`src/rtl/traffic_light_rr_ctrl.sv`:
```
// traffic_light_rr_ctrl: timed N-direction traffic-light controller.
// One direction owns green/yellow at a time; others stay red. Waiting
// directions are served round-robin after the current direction's green,
// followed by yellow and an optional all-red clearance. The lamps are a
// registered decode of the next state, so they follow phase/active_dir
// exactly and carry no combinational path from car_req_i.

// Per-direction lamp decode: exactly one of green/yellow/red is set.
module traffic_light_rr_lamp #(
  parameter int IDX   = 0,
  parameter int DIR_W = 2
) (
  input  logic [1:0]       phase_i,
  input  logic [DIR_W-1:0] dir_i,
  output logic             green_o,
  output logic             yellow_o,
  output logic             red_o
);
  localparam logic [1:0] PH_GREEN  = 2'b00;
  localparam logic [1:0] PH_YELLOW = 2'b01;

  logic own;

  // Only the owning direction can be non-red; an illegal phase shows red.
  always_comb begin
    own      = (dir_i == DIR_W'(IDX));
    green_o  = own && (phase_i == PH_GREEN);
    yellow_o = own && (phase_i == PH_YELLOW);
    red_o    = !(green_o || yellow_o);
  end
endmodule

module traffic_light_rr_ctrl #(
  parameter  int N_DIR     = 4,
  parameter  int CNT_W     = 8,
  parameter  int MIN_GREEN = 8,
  parameter  int MAX_GREEN = 32,
  parameter  int YELLOW_T  = 3,
  parameter  int ALLRED_T  = 1,
  localparam int DIR_W     = (N_DIR > 1) ? $clog2(N_DIR) : 1
) (
  input  logic             clk,
  input  logic             rst,
  input  logic [N_DIR-1:0] car_req_i,
  output logic [N_DIR-1:0] green_o,
  output logic [N_DIR-1:0] yellow_o,
  output logic [N_DIR-1:0] red_o,
  output logic [DIR_W-1:0] active_dir_o,
  output logic [1:0]       phase_o
);
  typedef enum logic [1:0] {
    PH_GREEN  = 2'b00,
    PH_YELLOW = 2'b01,
    PH_ALLRED = 2'b10
  } phase_e;

  // Last timer value of each phase (timer t = (t+1)-th cycle of the phase).
  localparam logic [CNT_W-1:0] MIN_M1 = CNT_W'(MIN_GREEN - 1);
  localparam logic [CNT_W-1:0] MAX_M1 = CNT_W'(MAX_GREEN - 1);
  localparam logic [CNT_W-1:0] YEL_M1 = CNT_W'(YELLOW_T - 1);
  localparam logic [CNT_W-1:0] AR_M1  = (ALLRED_T == 0) ? '0 : CNT_W'(ALLRED_T - 1);

  phase_e             phase_q, phase_d;
  logic [DIR_W-1:0]   dir_q, dir_d;
  logic [DIR_W-1:0]   next_q, next_d;
  logic [CNT_W-1:0]   timer_q, timer_d;
  logic [N_DIR-1:0]   green_q, yellow_q, red_q;
  logic [N_DIR-1:0]   green_d, yellow_d, red_d;

  logic [N_DIR-1:0]   others;
  logic               own_req;
  logic [DIR_W-1:0]   rr_dir;
  int                 idx;
  logic [DIR_W-1:0]   idx_w;

  // Round-robin pick: first waiting direction after the current one,
  // scanning downward so the nearest successor wins.
  always_comb begin
    others  = car_req_i & ~(N_DIR'(1) << dir_q);
    own_req = car_req_i[dir_q];
    rr_dir  = '0;
    idx     = 0;
    idx_w   = '0;
    for (int k = N_DIR - 1; k >= 1; k--) begin
      idx = int'(dir_q) + k;
      if (idx >= N_DIR) idx = idx - N_DIR;
      idx_w = DIR_W'(idx);
      if (others[idx_w]) rr_dir = idx_w;
    end
  end

  // Next-state logic for phase, owner, latched successor and phase timer.
  always_comb begin
    phase_d = phase_q;
    dir_d   = dir_q;
    next_d  = next_q;
    timer_d = timer_q;
    case (phase_q)
      PH_GREEN: begin
        if ((|others) && (((timer_q >= MIN_M1) && !own_req) || (timer_q >= MAX_M1))) begin
          phase_d = PH_YELLOW;
          timer_d = '0;
          next_d  = rr_dir;
        end else if (timer_q < MAX_M1) begin
          // Idle green saturates instead of wrapping.
          timer_d = timer_q + CNT_W'(1);
        end
      end
      PH_YELLOW: begin
        if (timer_q >= YEL_M1) begin
          timer_d = '0;
          if (ALLRED_T == 0) begin
            phase_d = PH_GREEN;
            dir_d   = next_q;
          end else begin
            phase_d = PH_ALLRED;
          end
        end else begin
          timer_d = timer_q + CNT_W'(1);
        end
      end
      PH_ALLRED: begin
        if ((ALLRED_T == 0) || (timer_q >= AR_M1)) begin
          phase_d = PH_GREEN;
          dir_d   = next_q;
          timer_d = '0;
        end else begin
          timer_d = timer_q + CNT_W'(1);
        end
      end
      default: begin
        // Corrupted phase encoding: clear the junction before continuing.
        phase_d = PH_ALLRED;
        timer_d = '0;
      end
    endcase
  end

  // Lamp decode of the next state, one instance per direction.
  for (genvar i = 0; i < N_DIR; i++) begin : g_lamp
    traffic_light_rr_lamp #(
      .IDX   (i),
      .DIR_W (DIR_W)
    ) u_lamp (
      .phase_i  (phase_d),
      .dir_i    (dir_d),
      .green_o  (green_d[i]),
      .yellow_o (yellow_d[i]),
      .red_o    (red_d[i])
    );
  end

  // State and registered lamp outputs; reset forces dir0 green at once.
  always_ff @(posedge clk or posedge rst) begin
    if (rst) begin
      phase_q  <= PH_GREEN;
      dir_q    <= '0;
      next_q   <= '0;
      timer_q  <= '0;
      green_q  <= N_DIR'(1);
      yellow_q <= '0;
      red_q    <= ~N_DIR'(1);
    end else begin
      phase_q  <= phase_d;
      dir_q    <= dir_d;
      next_q   <= next_d;
      timer_q  <= timer_d;
      green_q  <= green_d;
      yellow_q <= yellow_d;
      red_q    <= red_d;
    end
  end

  assign green_o      = green_q;
  assign yellow_o     = yellow_q;
  assign red_o        = red_q;
  assign active_dir_o = dir_q;
  assign phase_o      = phase_q;
endmodule

```
`config.mk`:
```
export PLATFORM = sky130hd
export DESIGN_NAME = traffic_light_rr_ctrl
export DESIGN_NICKNAME = d
export VERILOG_FILES = /design/src/rtl/traffic_light_rr_ctrl.sv
export SDC_FILE = /design/constraint.sdc
export NUM_CORES = 1
export LEC_CHECK = 0
export ABC_AREA = 1
export CAP_MARGIN = 20
export CORE_ASPECT_RATIO = 1.25
export CORE_UTILIZATION = 43
export CTS_BUF_LIST = sky130_fd_sc_hd__clkbuf_4
export DETAILED_ROUTE_END_ITERATION = 12
export PLACE_DENSITY = 0.64
export SLEW_MARGIN = 40
export SYNTH_ARGS = -nofsm -noshare
export SYNTH_HDL_FRONTEND = slang
export SYNTH_SLANG_ARGS = --single-unit
```
`constraint.sdc`:
```
create_clock -name clk -period 4.1 [get_ports clk]
set_input_delay 0.82 -clock clk [delete_from_list [all_inputs] [get_ports clk]]
set_output_delay 0.82 -clock clk [all_outputs]
set_load 0.005 [all_outputs]
```
==> qor.yml, run 1 <==
floorplan:
  dieArea_um2: 3670
  rows: 23
  core_um2: 3250
  start_util_pct: 45.4
  ioPinCount: 22
  die_w_um: 54.4
  die_y_um: 67.5
critical_path:
  reg2reg_depth: 8
  worstSetupPathType: "reg2out"
  startpoint_type: "register"
  critPathRequiredTime_ns: 3.28
  ff2ff_setup_slack_ns: 2.19
  crit_family: "flip-flops"
  reg2reg_from: "active_dir_o[0]"
  r2r-end: "next_q[0]"
  crit_chain: "clkdlybuf4s50_1"
  worstPathArrival_ns: 1.55
  crit_path_top_delay_cell: "dfrtp_1"
  cp-end-kind: "primary output"
  slowest_delay_ns: 0.65
  path_max_fanout: 14
  timing.critical_path.buf_inv: 1
synth:
  syn_nets: 188
  yosysWarnings: 0
  syn-instance-count: 176
  yosysSeqAreaShare_pct: 44.4
  syn_area_per_cell_um2: 8.38
  synth-seq-cells: 26
  ys_types: 25
  ys.flop_type: "dfrtp_1"
  async_flop_share_pct: 100
  synth_enable_flop_cells: 0
  synth_area_um2: 1480
pwr:
  vdd_ir_drop_max_uv: 474
  p_per_area_nw_per_um2: 741
  total_power_w: 0.00131
  power_leakage_nw: 0.904
run_status:
  status: "complete, no violations"
timing:
  rsz0062_at_grt: "no"
  period_share_pct: 57.8
  finalHoldViolations: 0
  worst_pin_slew_ns: 0.521
  setup_viol: 0
  final_max_slew_viol_count: 0
  tns_ns: 0
  max_freq_mhz: 422
  skew_ns: 0.0158
  period_needed_ns: 2.37
  relSlewSlack_pct: 65.2
min_path:
  hold_path_end: "next_q[1]"
  worstHoldStart: "next_q[1]"
  hp-class: "reg2reg"
  hold_depth: 2
place:
  hpwl_um: 2360
  port_buffers: 21
  gp_congestion: 0.833
clocking:
  clk_pin_slew_ns: 0.13
  root_buffer: "clkbuf_4"
  cts.sinks: 26
  clk_latency_ns: 0.32
  cts_setup_buffers: 0
  clockBufferDepth: 2
  htree_levels: 1
  cts_tree: "yes"
  ctsResizeCount: 0
  cts_made_buffers: 3
  hold_buffers: 0
global_route:
  grt_pass1_vias: 1157
  track_usage_pct: 19.0
  antenna_found_initial: 0
  overflow: 0
  grt_max_degree: 27
  grt_pass1_wl_um: 4970
detailed_routing:
  routed_via_density: 4.86
  drt-total-wl_um: 2920
  dr.pass1.iters: 4
  postRouteAntennaNets: 0
  wl_per_cell_um: 12.3
  num_vias: 1153
  drt_first_iter_violations: 19
  drc: 0
job:
  cap_violations: 0
layout:
  fin_nets: 213
  drive_gt1_share_pct: 20.5
  area_delta_synth_final_pct: 20.2
  diodes: 0
==> layer usage <==
metal,part of all wire (%),up-vias,track usage [%]
li1,-,599,-
met1,41,540,22.7
met2,54,12,32.0
met3,3.8,2,4.95
met4,0.86,0,6.73
met5,0,-,0
==> through the flow <==
stage          hold slack, ns  worst slack, ns  std cells  util [%]  instance area (um^2)
2_1_floorplan           0.449             2.47        176         -                  1480
3_3_place_gp            0.467             1.87        233      52.9                  1720
3_5_place_dp            0.471             1.82        233      52.9                  1720
4_1_cts                 0.502             1.72        237      54.5                  1770
5_1_grt                 0.539             1.63        237      54.5                  1770
6_report                0.502             1.73        237      54.5                  1770
==> layout make-up <==
class / instances / area (um^2)
Fill cell: 312 / 1480
Inverter: 30 / 115
Clock inverter: 1 / 30.0
Tap cell: 37 / 46.3
Sequential cell: 26 / 656
Timing Repair Buffer: 21 / 210
Multi-Input combinational cell: 119 / 693
Clock buffer: 3 / 22.5
==> synthesized netlist by cell type (5+ instances only) <==
cell type	n	area share [%]
nand4_1	5	2.1
nor2_2	6	2.5
nor2_1	15	3.8
ha_1	6	5.1
dfrtp_1	22	37
inv_1	19	4.8
inv_2	7	1.8
o21ai_1	5	1.7
nand2_1	44	11
nand3_1	12	4.1
==> how the worst max path moves through the flow <==
stage                     depth (start not counted)         endpoint            start
final                                             1  active_dir_o[0]  active_dir_o[0]
after global routing                              1  active_dir_o[0]  active_dir_o[0]
after CTS                                         1  active_dir_o[0]  active_dir_o[0]
after detailed placement                          7       timer_q[2]     car_req_i[1]
after global placement                            7         red_o[0]     car_req_i[1]
after floorplan                                   6         red_o[0]     car_req_i[1]
==> logic make-up after synthesis <==
| logic type | after synthesis | share of synthesized area [%] |
|---|---|---|
| flops | 26 | 44.4 |
| fa+ha+maj | 6 | 5.09 |
| xor+xnor | 2 | 1.19 |
| compound gates | 13 | 6.28 |
| simple gates | 98 | 34.4 |
| buf+inv | 31 | 8.57 |
==> sequential cells by signal (all words and copies together) (netlist names) <==
signal and count:
timer_q 8, yellow_o 4, phase_o 2, active_dir_o 2, green_o 4, red_o 4
next_q 2
==> power breakdown <==
group	leakage [nW]	switching, W	internal, W
logic	0.547	0.000406	0.000298
registers	0.328	0.0000820	0.000353
clock network	0.0279	0.0000764	0.0000988
total	0.904	0.000564	0.000749
==> placed cells by master (no fill, tap or decap), drive strengths merged <==
master	count
and3	1
bufinv	1
clkbuf	3
clkdlybuf4s50	21
clkinv	3
dfrtp	22
dfstp	4
ha	6
inv	27
nand2	52
nand3	17
nand4	5
nor2	22
nor3	1
o211ai	1
o21ai	8
o21bai	4
xor2	2
(Power assumes the default switching activity.)
==> inputs of run 2 (changes only) <==
- clock period: 4.1 -> 2.44 ns (I/O delays scaled with it)
==> run 2 against run 1 <==
Net effect:
- flip-flop and latch count stayed put
- critical path depth stayed put
- clock power is 66% higher
- via count is 2.1% higher
- worst setup slack worse by 1.3 ns
- combinational power is 66% higher
- die area stayed put
- core utilization is 0.23 points higher
- total power is 68% higher
- sequential share of layout area is 0.16 points lower
- critical endpoint unchanged
==> qor.yml, run 2 (same netlist as run 1, synthesis figures left out) <==
pwr:
  clkPwrFrac_pct: 13.2  # about the same
  pwr-share-comb_pct: 53.3  # -0.3 points
  switching_power_w: 0.000943  # +67%
  vdd_ir_drop_max_uv: 808  # +70%
  power_frac_seq_pct: 33.5  # +0.4 points
  internal-power_w: 0.00126  # +68%
  power_leakage_nw: 0.910  # +0.65%
  total_power_w: 0.00220  # +68%
  p_per_area_nw_per_um2: 1240  # +67%
  switching_share_pct: 42.8  # -0.13 points
layout:
  area_delta_synth_final_pct: 20.7
  regMostFlops: "timer_q"
  nFillCells: 309  # -0.96%
  regArea_um2: 656  # unchanged
  final_common_cell: "nand2_1"
  drive_gt1_share_pct: 20.4  # -0.10 points
  largest_reg_flops: 8  # unchanged
  layout_common_cells: "nand2_1, dfrtp_1, clkdlybuf4s50_1"
  diodes: 0  # unchanged
  multiInputGateArea_um2: 693  # unchanged
  fin_nets: 214  # +0.47%
timing:
  period_share_pct: 83.7
  relSlewSlack_pct: 69.6  # +4.4 points
  tns_ns: 0  # unchanged
  finalHoldViolations: 0  # unchanged
  worst_pin_slew_ns: 0.455  # -0.0658 ns
  final_max_slew_viol_count: 0  # unchanged
  rsz0062_at_grt: "no"
  max_freq_mhz: 490
  skew_ns: 0.00455  # -0.0113 ns
  period_needed_ns: 2.04
  setup_viol: 0  # unchanged
detailed_routing:
  num_vias: 1177  # +2.1%
  drt_first_iter_violations: 34  # +15
  dr.pass1.iters: 4  # unchanged
  routed_via_density: 4.95  # +1.7%
  drc: 0  # unchanged
  postRouteAntennaNets: 0  # unchanged
  wl_per_cell_um: 12.1  # -2.0%
  drt-total-wl_um: 2870  # -1.6%
clocking:
  cts.sinks: 26  # unchanged
  clk_latency_ns: 0.32  # about the same
  root_buffer: "clkbuf_4"
  ctsResizeCount: 0  # unchanged
  cts_setup_buffers: 0  # unchanged
  clk_pin_slew_ns: 0.14  # about the same
  cts_tree: "yes"
  cts_made_buffers: 3  # unchanged
  hold_buffers: 0  # unchanged
  clockBufferDepth: 2  # unchanged
  htree_levels: 1  # unchanged
critical_path:
  crit_path_top_delay_cell: "dfrtp_1"
  crit_family: "flip-flops"
  startpoint_type: "register"
  worstSetupPathType: "reg2out"
  slowest_delay_ns: 0.65  # about the same
  worstPathArrival_ns: 1.55  # about the same
  critPathRequiredTime_ns: 1.95  # -1.33 ns
  crit_chain: "clkdlybuf4s50_1"
  path_max_fanout: 14  # unchanged
  timing.critical_path.buf_inv: 1  # unchanged
  cp-end-kind: "primary output"
global_route:
  overflow: 0  # unchanged
  track_usage_pct: 18.6  # -0.42 points
  grt_max_degree: 27  # unchanged
  grt_pass1_vias: 1133  # -2.1%
  grt_pass1_wl_um: 4840  # -2.5%
  antenna_found_initial: 0  # unchanged
run_status:
  status: "complete, no violations"
floorplan:
  dieArea_um2: 3670  # unchanged
  die_w_um: 54.4  # unchanged
  core_um2: 3250  # unchanged
  rows: 23  # unchanged
  die_y_um: 67.5  # unchanged
  ioPinCount: 22  # unchanged
  start_util_pct: 45.4  # unchanged
place:
  gp_congestion: 0.825  # -1.1%
  port_buffers: 21  # unchanged
  hpwl_um: 2220  # -5.9%
job:
  cap_violations: 0  # unchanged
min_path:
  hp-class: "in2async"
run 2: cell types whose count changed in the layout (fill, tap and decap cells not counted):
cell | before | now
buf_4 | 0 | 1
inv_2 | 8 | 7
inv_1 | 18 | 19
run 2: routing by layer:
metal / share of wire, % / wire, um / GRT usage, % / vias up
li1: - / - / - / 599
met1: 43 / 1240 / 22.4 / 558
met2: 52 / 1500 / 30.9 / 18
met3: 3.9 / 112 / 4.28 / 2
met4: 0.94 / 27 / 7.69 / 0
met5: 0 / 0 / 0 / -
run 2: worst reg2reg max path, cell delays in order, from the launching register on:
cell	delay [ns]
dfrtp_1	0.65
inv_2	0.16
ha_1	0.34
inv_1	0.11
o211ai_1	0.12
o21ai_0	0.14
o21ai_0	0.13
nand3_1	0.12
nand2_1	0.05
run 2: cell type report:
cell class	count	share of cell area [%]
multi-input cells	119	38.9
flip-flops and latches	26	36.8
repair buffers	22	12.2
inverters	30	6.47
well taps	37	2.60
clock inverters	1	1.69
clock buffers	3	1.26
run 2: path summary, 6_finish.rpt:
path,cells after the start,endpoint,from,slack (ns)
min reg2reg,2,next_q[1],next_q[1],0.51
max,1,active_dir_o[0],active_dir_o[0],0.40
min,3,red_o[0],rst,0.50
max reg2reg,8,next_q[0],active_dir_o[0],0.53
max in group asynchronous,3,red_o[1],rst,1.65
min in group clk,2,next_q[1],next_q[1],0.51
run 2: metrics by stage:
| stage | cells | worst slack, ns | hold WS, ns | utilization [%] | area [um^2] |
|---|---|---|---|---|---|
| after floorplan | 176 | 0.873 | 0.449 | - | 1480 |
| after global placement | 234 | 0.537 | 0.467 | 53.1 | 1730 |
| after detailed placement | 234 | 0.511 | 0.482 | 53.1 | 1730 |
| after CTS | 238 | 0.388 | 0.490 | 54.8 | 1780 |
| after global routing | 238 | 0.303 | 0.510 | 54.8 | 1780 |
| final | 238 | 0.398 | 0.498 | 54.8 | 1780 |
run 2: power groups by stage:
stage / clock network [W] / registers (W) / logic, W
final: 0.000291 / 0.000738 / 0.00117
after global routing: 0.000319 / 0.000761 / 0.00132
after CTS: 0.000303 / 0.000736 / 0.00119
after detailed placement: 0 / 0.000744 / 0.00118
after global placement: 0 / 0.000734 / 0.00116
after floorplan: 0 / 0.000711 / 0.000852
==> inputs of run 3 (changes only) <==
- PLACE_DENSITY: 0.64 -> 0.66
- clock period: 2.44 -> 1.7 ns (I/O delays scaled with it)
==> run 3 against run 2 <==
Net effect:
- sequential power up 40%
- routed wire length up 8.1%
- non-clock buffer count up 14
- via count up 5.0%
- sequential share of layout area down 4.5 points
- die area unchanged
- critical endpoint is now red_o[0]
- largest power group unchanged
==> qor.yml, run 3 (same netlist as run 1, synthesis figures left out) <==
run_status:
  status: "complete, no violations"
critical_path:
  worstPathArrival_ns: 1.88  # +0.33 ns
  critPathRequiredTime_ns: 1.91  # -0.04 ns
  cp-end-kind: "register"
  worstSetupPathType: "reg2reg"
  r2r-end: "red_o[0]"
  reg2reg_from: "active_dir_o[0]"
  path_max_fanout: 8  # -6
  startpoint_type: "register"
  ff2ff_setup_slack_ns: 0.04  # -0.49 ns
  reg2reg_depth: 9  # +1
global_route:
  grt_pass1_wl_um: 4860  # +0.43%
  antenna_found_initial: 0  # unchanged
  grt_pass1_vias: 1165  # +2.8%
  grt_max_degree: 27  # unchanged
  track_usage_pct: 18.0  # -0.60 points
  overflow: 0  # unchanged
layout:
  layout_common_cells: "nand2_1, dfrtp_1, inv_1"
  fin_nets: 229  # +7.0%
  drive_gt1_share_pct: 35.2  # +15 points
  nFillCells: 286  # -7.4%
  regMostFlops: "timer_q"
  area_delta_synth_final_pct: 37.9
  largest_reg_flops: 8  # unchanged
  fin_cells: 253  # +6.3%
  final_common_cell: "nand2_1"
  diodes: 0  # unchanged
floorplan:
  die_y_um: 67.5  # unchanged
  dieArea_um2: 3670  # unchanged
  start_util_pct: 45.4  # unchanged
  rows: 23  # unchanged
  core_um2: 3250  # unchanged
  ioPinCount: 22  # unchanged
  die_w_um: 54.4  # unchanged
timing:
  final_max_slew_viol_count: 0  # unchanged
  setup_viol: 0  # unchanged
  tns_ns: 0  # unchanged
  period_share_pct: 97.9
  max_freq_mhz: 601
  relSlewSlack_pct: 77.6  # +8.0 points
  period_needed_ns: 1.66
  rsz0062_at_grt: "yes"
  fin_ws_ns: 0.0364  # -0.362 ns
  skew_ns: 0.00421  # -0.000343 ns
  finalHoldViolations: 0  # unchanged
  worst_pin_slew_ns: 0.336  # -0.119 ns
clocking:
  cts.sinks: 26  # unchanged
  cts_made_buffers: 3  # unchanged
  clk_latency_ns: 0.31  # about the same
  clk_pin_slew_ns: 0.13  # about the same
  htree_levels: 1  # unchanged
  clockBufferDepth: 2  # unchanged
  hold_buffers: 0  # unchanged
  root_buffer: "clkbuf_4"
  cts_tree: "yes"
pwr:
  internal-power_w: 0.00201  # +60%
  power_frac_seq_pct: 28.4  # -5.1 points
  clkPwrFrac_pct: 7.1  # -6.1 points
  switching_share_pct: 44.3  # +1.5 points
  power_leakage_nw: 1.01  # +12%
  p_per_area_nw_per_um2: 1780  # +44%
  vdd_ir_drop_max_uv: 1210  # +50%
  pwr-share-comb_pct: 64.5  # +11 points
  switching_power_w: 0.00160  # +70%
detailed_routing:
  routed_via_density: 4.89  # -1.2%
  wl_per_cell_um: 12.3  # +1.7%
  drt_first_iter_violations: 38  # +12%
  drc: 0  # unchanged
  dr.pass1.iters: 4  # unchanged
  num_vias: 1236  # +5.0%
  postRouteAntennaNets: 0  # unchanged
  drt-total-wl_um: 3110  # +8.1%
place:
  dpl_worst_slack_ns: -0.0669  # -0.578 ns
  port_buffers: 21  # unchanged
  hpwl_um: 2230  # +0.64%
  placed_cells: 244  # +4.3%
  gp_congestion: 0.771  # -6.5%
job:
  cap_violations: 0  # unchanged
min_path:
  hp-class: "in2async"
==> run 3: through the flow <==
stage | util [%] | instance area (um^2) | hold slack (ns) | total power, W
6_report | 62.6 | 2030 | 0.367 | 0.00362
3_3_place_gp | 55.4 | 1800 | 0.471 | 0.00286
3_5_place_dp | 55.4 | 1800 | 0.468 | 0.00291
4_1_cts | 56.3 | 1830 | 0.372 | 0.00318
2_1_floorplan | - | 1480 | 0.377 | 0.00224
5_1_grt | 62.6 | 2030 | 0.402 | 0.00392
==> run 3: cell type report <==
class	instances	area, um^2	area share, %
Clock inverter	1	3.75	0.185
Tap cell	37	46.3	2.28
Clock buffer	3	22.5	1.11
Inverter	30	133	6.52
Timing Repair Buffer	36	342	16.8
Sequential cell	26	658	32.3
Multi-Input combinational cell	120	830	40.8
==> run 3: worst max-delay path, stage by stage (launching register included) <==
cell	delay [ns]
dfrtp_2	0.50
inv_4	0.11
ha_4	0.12
inv_1	0.04
nand2_1	0.08
nand4_1	0.25
nand3_4	0.22
nand2_4	0.11
inv_8	0.09
o21bai_4	0.05
==> run 3: worst max path at each step <==
stage	start	end	slack, ns	depth (start not counted)
after global routing	active_dir_o[0]	timer_q[1]	-0.07	10
final	active_dir_o[0]	red_o[0]	0.04	9
after detailed placement	car_req_i[1]	next_q[0]	-0.07	7
after CTS	active_dir_o[1]	active_dir_o[1]	0.003	2
after floorplan	active_dir_o[1]	red_o[0]	0.13	9
after global placement	car_req_i[1]	red_o[0]	-0.01	7
==> run 3: layer usage <==
| layer | track usage [%] | wire (um) |
|---|---|---|
| met5 | 0 | 0 |
| met4 | 4.81 | 19 |
| met3 | 3.15 | 61 |
| met2 | 30.8 | 1660 |
| met1 | 22.7 | 1360 |
==> run 3: what timing repair did <==
action,in CTS,in global routing
buffers inserted,1,4
gates resized for setup,2,45
pin swaps,0,8
gates cloned,0,1
setup endpoints to repair,2,26
==> run 3: power groups by stage <==
stage	Combinational, W	Sequential, W	Clock, W
6_report	0.00233	0.00103	0.000257
5_1_grt	0.00257	0.00106	0.000295
4_1_cts	0.00190	0.00101	0.000267
3_5_place_dp	0.00190	0.00101	0
3_3_place_gp	0.00185	0.00101	0
2_1_floorplan	0.00122	0.00102	0
